`src/rtl/clip_record_controller_if.sv`:
```
// Sample-RAM port bundle between the clip controller and the single-port clip RAM.
//   mem_addr  : {clip, offset} address
//   mem_we    : write strobe, mem_wdata carries the sample
//   mem_re    : read strobe, mem_rdata is valid the cycle after mem_re
// master = controller side, slave = RAM side.
interface clip_record_controller_if #(
    parameter int ADDR_W = 14,
    parameter int DATA_W = 8
);
    logic [ADDR_W:0]   mem_addr;
    logic              mem_we;
    logic [DATA_W-1:0] mem_wdata;
    logic              mem_re;
    logic [DATA_W-1:0] mem_rdata;

    modport master (
        output mem_addr,
        output mem_we,
        output mem_wdata,
        output mem_re,
        input  mem_rdata
    );

    modport slave (
        input  mem_addr,
        input  mem_we,
        input  mem_wdata,
        input  mem_re,
        output mem_rdata
    );
endinterface

```
`src/rtl/clip_record_controller.sv`:
```
// Two-clip audio record/play sequencer driving a single-port sample RAM.
//   clock, reset        : system clock, asynchronous active-high reset
//   rec/play/stop_pulse : one-cycle commands from the button edge logic
//   clip_wr / clip_r    : clip selection, latched when a record / play starts
//   sample_tick         : sample-rate strobe; sample_in is the ADC sample
//   mem                 : sample RAM port (master side)
//   audio_out           : last played sample (held), audio_valid pulses on update
//   rec_busy/play_busy  : high while recording / playing
//   done                : one-cycle pulse on every return to idle
// All outputs are registered.
module clip_record_controller #(
    parameter int ADDR_W = 14,
    parameter int DATA_W = 8
) (
    input  logic                      clock,
    input  logic                      reset,
    input  logic                      rec_pulse,
    input  logic                      play_pulse,
    input  logic                      stop_pulse,
    input  logic                      clip_wr,
    input  logic                      clip_r,
    input  logic                      sample_tick,
    input  logic [DATA_W-1:0]         sample_in,
    clip_record_controller_if.master  mem,
    output logic [DATA_W-1:0]         audio_out,
    output logic                      audio_valid,
    output logic                      rec_busy,
    output logic                      play_busy,
    output logic                      done
);

    localparam int LenW = ADDR_W + 1;

    typedef enum logic [2:0] {
        StIdle,
        StRecWait,
        StRecWr,
        StPlayWait,
        StPlayRd,
        StPlayOut
    } state_e;

    state_e              state_q;
    logic                clip_q;
    logic [ADDR_W-1:0]   ptr_q;
    logic [ADDR_W:0]     len_q [2];
    logic [ADDR_W:0]     addr_q;
    logic                we_q;
    logic                re_q;
    logic [DATA_W-1:0]   wdata_q;

    assign mem.mem_addr  = addr_q;
    assign mem.mem_we    = we_q;
    assign mem.mem_wdata = wdata_q;
    assign mem.mem_re    = re_q;

    always_ff @(posedge clock or posedge reset) begin
        if (reset) begin
            state_q     <= StIdle;
            clip_q      <= 1'b0;
            ptr_q       <= '0;
            len_q[0]    <= '0;
            len_q[1]    <= '0;
            addr_q      <= '0;
            we_q        <= 1'b0;
            re_q        <= 1'b0;
            wdata_q     <= '0;
            audio_out   <= '0;
            audio_valid <= 1'b0;
            rec_busy    <= 1'b0;
            play_busy   <= 1'b0;
            done        <= 1'b0;
        end else begin
            // Strobes default low; each state raises the one it needs.
            we_q        <= 1'b0;
            re_q        <= 1'b0;
            audio_valid <= 1'b0;
            done        <= 1'b0;
            case (state_q)
                StIdle: begin
                    // Record wins over play; stop is meaningless here.
                    if (rec_pulse) begin
                        clip_q   <= clip_wr;
                        ptr_q    <= '0;
                        state_q  <= StRecWait;
                        rec_busy <= 1'b1;
                    end else if (play_pulse) begin
                        clip_q <= clip_r;
                        ptr_q  <= '0;
                        if (len_q[clip_r] == '0) begin
                            done <= 1'b1;
                        end else begin
                            state_q   <= StPlayWait;
                            play_busy <= 1'b1;
                        end
                    end
                end
                StRecWait: begin
                    // Stop beats a coincident tick: that sample is dropped.
                    if (stop_pulse) begin
                        len_q[clip_q] <= {1'b0, ptr_q};
                        state_q       <= StIdle;
                        rec_busy      <= 1'b0;
                        done          <= 1'b1;
                    end else if (sample_tick) begin
                        we_q    <= 1'b1;
                        addr_q  <= {clip_q, ptr_q};
                        wdata_q <= sample_in;
                        state_q <= StRecWr;
                    end
                end
                StRecWr: begin
                    // The write is on the bus this cycle; a stop here or a full
                    // clip counts it. A full clip yields len = 2**ADDR_W.
                    if (stop_pulse || (&ptr_q)) begin
                        len_q[clip_q] <= {1'b0, ptr_q} + LenW'(1);
                        state_q       <= StIdle;
                        rec_busy      <= 1'b0;
                        done          <= 1'b1;
                    end else begin
                        ptr_q   <= ptr_q + ADDR_W'(1);
                        state_q <= StRecWait;
                    end
                end
                StPlayWait: begin
                    if (stop_pulse) begin
                        state_q   <= StIdle;
                        play_busy <= 1'b0;
                        done      <= 1'b1;
                    end else if (sample_tick) begin
                        re_q    <= 1'b1;
                        addr_q  <= {clip_q, ptr_q};
                        state_q <= StPlayRd;
                    end
                end
                StPlayRd: begin
                    // Aborting here discards the read already issued.
                    if (stop_pulse) begin
                        state_q   <= StIdle;
                        play_busy <= 1'b0;
                        done      <= 1'b1;
                    end else begin
                        state_q <= StPlayOut;
                    end
                end
                StPlayOut: begin
                    // mem_rdata is valid now for the read issued last cycle.
                    audio_out   <= mem.mem_rdata;
                    audio_valid <= 1'b1;
                    if (stop_pulse || ({1'b0, ptr_q} == len_q[clip_q] - LenW'(1))) begin
                        state_q   <= StIdle;
                        play_busy <= 1'b0;
                        done      <= 1'b1;
                    end else begin
                        ptr_q   <= ptr_q + ADDR_W'(1);
                        state_q <= StPlayWait;
                    end
                end
                default: begin
                    state_q   <= StIdle;
                    rec_busy  <= 1'b0;
                    play_busy <= 1'b0;
                end
            endcase
        end
    end

endmodule

```
`src/flat_wrapper.sv`:
```
// flat-port wrapper written by rule: the top's interface ports become plain ports
module clip_record_controller_flat 
#(
    parameter int ADDR_W = 14,
    parameter int DATA_W = 8
)
  (clock, reset, rec_pulse, play_pulse, stop_pulse, clip_wr, clip_r, sample_tick, sample_in, audio_out, audio_valid, rec_busy, play_busy, done, mem_mem_addr, mem_mem_we, mem_mem_wdata, mem_mem_re, mem_mem_rdata);
  clip_record_controller_if #(.ADDR_W(ADDR_W), .DATA_W(DATA_W)) mem_i ();
  input  logic clock;
  input  logic reset;
  input  logic rec_pulse;
  input  logic play_pulse;
  input  logic stop_pulse;
  input  logic clip_wr;
  input  logic clip_r;
  input  logic sample_tick;
  input  logic [DATA_W-1:0] sample_in;
  output logic [DATA_W-1:0] audio_out;
  output logic audio_valid;
  output logic rec_busy;
  output logic play_busy;
  output logic done;
  output wire logic [$bits(mem_i.mem_addr)-1:0] mem_mem_addr;
  output wire logic [$bits(mem_i.mem_we)-1:0] mem_mem_we;
  output wire logic [$bits(mem_i.mem_wdata)-1:0] mem_mem_wdata;
  output wire logic [$bits(mem_i.mem_re)-1:0] mem_mem_re;
  input wire logic [$bits(mem_i.mem_rdata)-1:0] mem_mem_rdata;
  assign mem_mem_addr = mem_i.mem_addr;
  assign mem_mem_we = mem_i.mem_we;
  assign mem_mem_wdata = mem_i.mem_wdata;
  assign mem_mem_re = mem_i.mem_re;
  assign mem_i.mem_rdata = mem_mem_rdata;
  clip_record_controller #(.ADDR_W(ADDR_W), .DATA_W(DATA_W)) u_core (.clock(clock), .reset(reset), .rec_pulse(rec_pulse), .play_pulse(play_pulse), .stop_pulse(stop_pulse), .clip_wr(clip_wr), .clip_r(clip_r), .sample_tick(sample_tick), .sample_in(sample_in), .mem(mem_i), .audio_out(audio_out), .audio_valid(audio_valid), .rec_busy(rec_busy), .play_busy(play_busy), .done(done));
endmodule
```
`config.mk`:
```
export PLATFORM = sky130hd
export DESIGN_NAME = clip_record_controller_flat
export DESIGN_NICKNAME = d
export VERILOG_FILES = /design/src/rtl/clip_record_controller_if.sv /design/src/rtl/clip_record_controller.sv /design/src/flat_wrapper.sv
export SDC_FILE = /design/constraint.sdc
export NUM_CORES = 1
export LEC_CHECK = 0
export ABC_CLOCK_PERIOD_IN_PS = 4400
export BUFFER_PORTS_ARGS = -buffer_cell sky130_fd_sc_hd__buf_2
export CAP_MARGIN = 20
export CORE_MARGIN = 2
export CORE_UTILIZATION = 58
export CTS_BUF_LIST = sky130_fd_sc_hd__clkbuf_4 sky130_fd_sc_hd__clkbuf_8 sky130_fd_sc_hd__clkbuf_16
export CTS_CLUSTER_DIAMETER = 50
export DETAILED_ROUTE_END_ITERATION = 16
export HOLD_SLACK_MARGIN = 0.06
export PLACE_DENSITY_LB_ADDON = 0.25
export SYNTH_ARGS = -nofsm -noshare
export SYNTH_HDL_FRONTEND = slang
export SYNTH_SLANG_ARGS = --single-unit
```
`constraint.sdc`:
```
create_clock -name clock -period 4.4 [get_ports clock]
set_clock_uncertainty 0.15 [all_clocks]
set_input_delay 0.22 -clock clock [delete_from_list [all_inputs] [get_ports clock]]
set_output_delay 0.22 -clock clock [all_outputs]
set_load 0.1 [all_outputs]
```
* Yosys cells after proc, flatten, opt, wreduce, memory -nomap -nowiden *
Index checks and enable logic that the tools add are counted.

storage, ports and cells
  register bits after elaboration = 85
  word-level logic and storage cells = 119
  output and inout port bits = 37
  ROM bits = 0
  RAM bits = 0
  memories kept = 0
  bits in latches = 0
  input bits = 24

operators by class
  magnitude comparators = 3
  multiply operators = 0
  add/subtract/negate cells = 3
  equal/unequal tests = 20
  divide/modulo/power cells = 0
  mux-type cells = 52
  bitwise operators = 5
  shifts and indexed selects = 0
  reductions and logical operators = 22

operators by type and width
  cell                                                   count
  2-to-1 mux 15 bit                                      7
  bitwise mux 30 bit                                     2
  2-to-1 mux 30 bit                                      2
  one-hot mux 30 bit (2 select lines)                    1
  2-to-1 mux 14 bit                                      4
  one-hot mux 14 bit (3 select lines)                    1
  2-to-1 mux 3 bit                                       8
  2-to-1 mux 1 bit                                       21
  one-hot mux 3 bit (6 select lines)                     1
  adder 14 x 1 -> 15 bit, second input constant          1
  demux 15 bit (select 1 bit)                            1
  == test 14 x 15 -> 1 bit                               1
  zero test 15 bit                                       1
  subtractor 15 x 1 -> 15 bit, second input constant     1
  adder 14 x 1 -> 14 bit, second input constant          1
  inequality test 2 bit, second input constant           7
  AND reduction 14 bit                                   1
  inequality test 3 bit, second input constant           4
  one-hot mux 1 bit (4 select lines)                     3
  AND reduction 4 bit                                    3
  AND reduction 3 bit                                    3
  == test 3 x 2 -> 1 bit, second input constant          2
  == test 3 bit, second input constant                   2
  inequality test 2 x 1 -> 1 bit, second input constant  3
  15 further kinds                                       24

* Depth between registers and ports, before layout *
  word-level depth = 9
  depth in mapped cells = 15
  depth with buffers taken out = 10

* Worst setup path after synthesis *
No wires, ideal clock.

  path type = register to register
  from = reg u_core.clip_q
  to = reg u_core.ptr_q[0]
  arrival time = 3.486 ns
  cell stages (with the launch flop) = 15
  clock period less this slack = 3.763 ns
  setup slack = 0.637 ns
  path buffers = 4
  cell sequence = dfrtp_1 > buf_6 > buf_6 > buf_2 > mux2i_1 > ha_1 > or4b_1 > a21o_1 > nor3_2 > xnor2_1 > a2111o_1 > nor4b_4 > or2_1 > buf_4 > mux2_1

between the ends
  longest elaborated chain between the ends = 9

RTL lines
  element                                                RTL line                       RTL
  start: declaration                                     clip_record_controller.sv:44   logic clip_q;
  start signal: assignment                               clip_record_controller.sv:83   clip_q <= clip_wr;
  start signal: assignment                               clip_record_controller.sv:88   clip_q <= clip_r;
  inverter 1 -> 2 bit (not written as such)              clip_record_controller.sv:150  if (stop_pulse || ({1'b0, ptr_q} == len_q[clip_q] - LenW'(1))) begin
  2-to-1 mux 15 bit (not written as such) (3 in series)  clip_record_controller.sv:150
  subtractor 15 x 1 -> 15 bit                            clip_record_controller.sv:150
  == test 14 x 15 -> 1 bit                               clip_record_controller.sv:150
  logical OR 1 bit                                       clip_record_controller.sv:150
  inequality test 2 bit (no line)                        n/a
  AND reduction 4 bit (no line)                          n/a
  end signal: assignment                                 clip_record_controller.sv:121  ptr_q <= ptr_q + ADDR_W'(1);
  end signal: assignment                                 clip_record_controller.sv:155  ptr_q <= ptr_q + ADDR_W'(1);
  end: declaration                                       clip_record_controller.sv:45   logic [ADDR_W-1:0] ptr_q;

No other way between the ends. The select of a mux whose other input is x is not followed.
A chain may end at the register's enable or synchronous reset.

* Worst setup path in the final report *
  from = reg u_core.clip_q
  to = reg u_core.ptr_q[2]

Same word-level chain as after synthesis.

==> impl_results.md <==
* Outcome: finished, final reports clean
* FF-to-FF path depth at 11
* Buffer and inverter count on the worst path at 1
* Worst path max stage delay at roughly 0.51 ns
* Worst setup EP type: flop
* Synth top area cells: dfrtp_1, mux2_2, xnor2_1
* Fraction of layout cells with a size suffix above 1 at between 20 and 25%
* Max-Cap Viols at 0
* Reg2Reg Launch Point: u_core.clip_q
* Cell accounting for the most synthesized area: dfrtp_1
* Post-route ant nets at 0
* Fmax at approximately 0.27 GHz
* Worst slew pin tran at roughly 0.57 ns
* Terminating pin of the worst hold path: u_core.rec_busy
* Finish-stage setup viols at 0
* Post_cts resized at 0
* Syn Nets at 510
* Drt via density at around 6.1
* # Post-CTS Setup Buffers at 0
* Async S/R FF share, synth at 100%
* Peak supply drop at about 0.55 mV
* First-pass GRT wire length at between 15,000 and 20,000 µm
* Final Util at 69.0%
* Kind of critical path: flop to flop
* CTS tree: done
* Post-synthesis sequential area ratio at between 40 and 50%
* Class of the worst hold path: primary input to flop
* Diodes inserted at 0
* 1st-iter DRT viols at 199
* Chip height at between 90 and 100 µm
* Area share of the largest cell type after synthesis at 44.1%
* CP delay by family, top: simple AND/OR/NAND/NOR gates
* Slew margin rel. at 62.0%
* Die area at between 0.009 and 0.01 mm²
* Vias at 4,030
* Min-delay src: rec_pulse
* Total gr overflow at 0
* Post-DP HPWL at between 8000 and 9000 µm
* Top-Level Pins at 61
* H-tree levels at 3
* Total clock sinks at 85
* PortBufs at 60
* Crit Path Max Fanout at 8
* R2R Setup Slk at about 0.68 ns
* All-layer global routing usage at around 28%
* Max Root-Sink Buffers at 2
* Post-synth cell types at between 60 and 70
* Met2 usage at 44.0%
* GRT met3 Usage at between 6 and 7%
* Final Hold Fails at 0
* Yosys warning count at 0
* Crit path DAT at 3.80 ns
* Crit-path cells: mux2i_1 > ha_1 > or4b_1 > a21o_1 > nor3_2 > xnor2_1 > a2111o_1 > nor4b_4 > or2_1 > buf_4 > o41ai_2
* Min Clock Period, post-route at ~3.7 ns
* Synth Area per Inst at 9.97 µm²
* Largest net degree at the start of global routing at 57
* CTS buffer count at 9
* Starting Density at ~59%
* Root Buffer Master: clkbuf_8
* RePlAce Congestion at about 0.99
* Fin Setup TNS at 0 ns
* Layout Area Growth over Synthesis at 16.3%
* Vias in the first global route at just over 4,000
* Leakage at between 2 and 3 nW
* Clock Pin Slew Worst Setup and Hold Paths at 0.09 ns
* Pwr Density at approximately 780 mW/mm²
* Worst hold stages at 3
* Slowest CP cell: or4b_1
* DRT Pass-1 Iters at 5
* # DRC at 0
* Core Area at a little over 0.008 mm²
* Yosys reg bits at 85
* RSZ-0062 raised after global routing: no
* Number of synthesized flops with an enable pin at 0
* Syn Std Cell Area at around 0.0048 mm²
* GR Util met1 at between 30% and 40%
* Worst reg2reg endpoint: u_core.ptr_q[2]
* Startpoint types: flop
* Fin crit share at 84.5%
* Die Width at ~95 µm
* Fillers at ~600
* Top FF cell, synth: dfrtp_1
* Initial antenna violation count at 0
* Num rows at 33
* Total Nets Final at ~580
* DR WL/cell at approximately 18 µm
* Busiest grt layer: met2
* Crit path required time at 4.48 ns
* DRT Wirelength at 12,000 µm
* Final max-slew violation count at 0
* Worst-Skew Late Latency at between 0.3 and 0.4 ns
* Mapped Cells at ~480
## worst max path at each step
stage                              from                 to  slack [ns]  cells past startpoint
after floorplan           u_core.clip_q    u_core.ptr_q[0]        0.64                     14
after global placement    u_core.clip_q    u_core.ptr_q[0]        0.79                     10
after detailed placement  u_core.clip_q    u_core.ptr_q[0]        0.72                     10
after CTS                 u_core.clip_q    u_core.ptr_q[0]        0.70                     10
after global routing      u_core.clip_q  u_core.state_q[0]        0.42                     10
final                     u_core.clip_q    u_core.ptr_q[2]        0.68                     11
## registers in the layout, summed over array words and instances (netlist names)
signal	count
u_core.len_q	30
u_core.mem.mem_addr	15
u_core.ptr_q	14
u_core.audio_out	8
u_core.mem.mem_wdata	8
u_core.state_q	3
u_core.audio_valid	1
u_core.clip_q	1
u_core.done	1
u_core.mem.mem_re	1
u_core.mem.mem_we	1
u_core.play_busy	1
u_core.rec_busy	1
## final cells by class
| class | count | area [µm²] | area share (%) |
|---|---|---|---|
| sequential | 85 | 2130 | 37.9 |
| inverter | 5 | 20.0 | 0.357 |
| clock inverter | 6 | 67.6 | 1.20 |
| timing repair buffer | 94 | 616 | 11.0 |
| clock buffer | 10 | 138 | 2.45 |
| multi-input combinational | 358 | 2510 | 44.8 |
| tap | 105 | 131 | 2.34 |
## kinds of logic (layout without fill, tap and decap cells)
kind of cell,after synthesis,in the layout,share of synthesized area [%]
AND/OR/NAND/NOR,164,164,17.8
AO/OA/AOI/OAI,105,105,15.5
flip-flops,85,85,44.1
multiplexers,54,54,12.1
buffers and inverters,41,115,3.94
XOR/XNOR,33,33,5.99
adder cells (fa/ha/maj),2,2,0.519
## synth_stat cells (4+ instances only)
| cell | instances |
|---|---|
| xnor2_1 | 26 |
| mux2_2 | 34 |
| mux2i_1 | 19 |
| xor2_1 | 7 |
| o21ai_1 | 5 |
| buf_1 | 6 |
| o31ai_1 | 13 |
| o41ai_2 | 7 |
| nor4_1 | 5 |
| nand2_1 | 38 |
| nor4b_1 | 4 |
| o21ai_0 | 22 |
| inv_1 | 5 |
| and3_1 | 4 |
| dfrtp_1 | 85 |
| nand3_1 | 13 |
| a21oi_1 | 22 |
| clkbuf_1 | 21 |
| and2_1 | 5 |
| a31oi_1 | 7 |
| a22oi_1 | 4 |
| buf_2 | 5 |
| nor3_1 | 12 |
| nor2_1 | 50 |
## per-layer routing
metal	wire length, µm	up-vias
li1	-	1899
met1	5300	1984
met2	5850	126
met3	611	21
met4	241	0
met5	0	-
## placed cells by master (no fill, tap or decap), drive strengths merged, types with 4 or more instances in the layout
cell type,instances
a21oi,22
a22oi,4
a31oi,7
and2,5
and3,4
buf,75
clkbuf,10
dfrtp,85
dlygate4sd3,19
inv,6
mux2,35
mux2i,19
nand2,38
nand3,13
nor2,50
nor3,13
nor4,7
nor4b,5
o21ai,27
o31ai,13
o41ai,10
xnor2,26
xor2,7
## metrics by stage
stage / cells / setup slack (ns) / hold slack [ns] / total power [mW] / cell area [µm²]
3_3_place_gp: 627 / 0.791 / 0.298 / 3.70 / 5190
2_1_floorplan: 484 / 0.637 / 0.221 / 3.29 / 4820
4_1_cts: 662 / 0.702 / 0.0986 / 4.35 / 5590
6_report: 663 / 0.682 / 0.104 / 4.35 / 5610
3_5_place_dp: 627 / 0.722 / 0.303 / 3.76 / 5190
5_1_grt: 663 / 0.417 / 0.112 / 4.62 / 5610
## timing repair
action                                  4_1_cts  5_1_grt
endpoints found under the hold margin        73        0
hold buffers                                 19        0
endpoints found under the setup margin        0        0
## worst reg2reg max path: cells and delay by family (launching register included)
kind                     cells  cell delay (ns)
buffers and inverters        1             0.25
multiplexers                 1             0.30
AO/OA/AOI/OAI                3             0.71
XOR/XNOR                     1             0.11
AND/OR/NAND/NOR              4             1.42
adder cells (fa/ha/maj)      1             0.24
flip-flops                   1             0.41
## where the power goes
part           internal [mW]  switching [mW]
logic                  0.758            1.72
clock network          0.281           0.295
registers               1.03           0.268
total                   2.07            2.28
No activity file was read; power rests on OpenSTA's default activity.
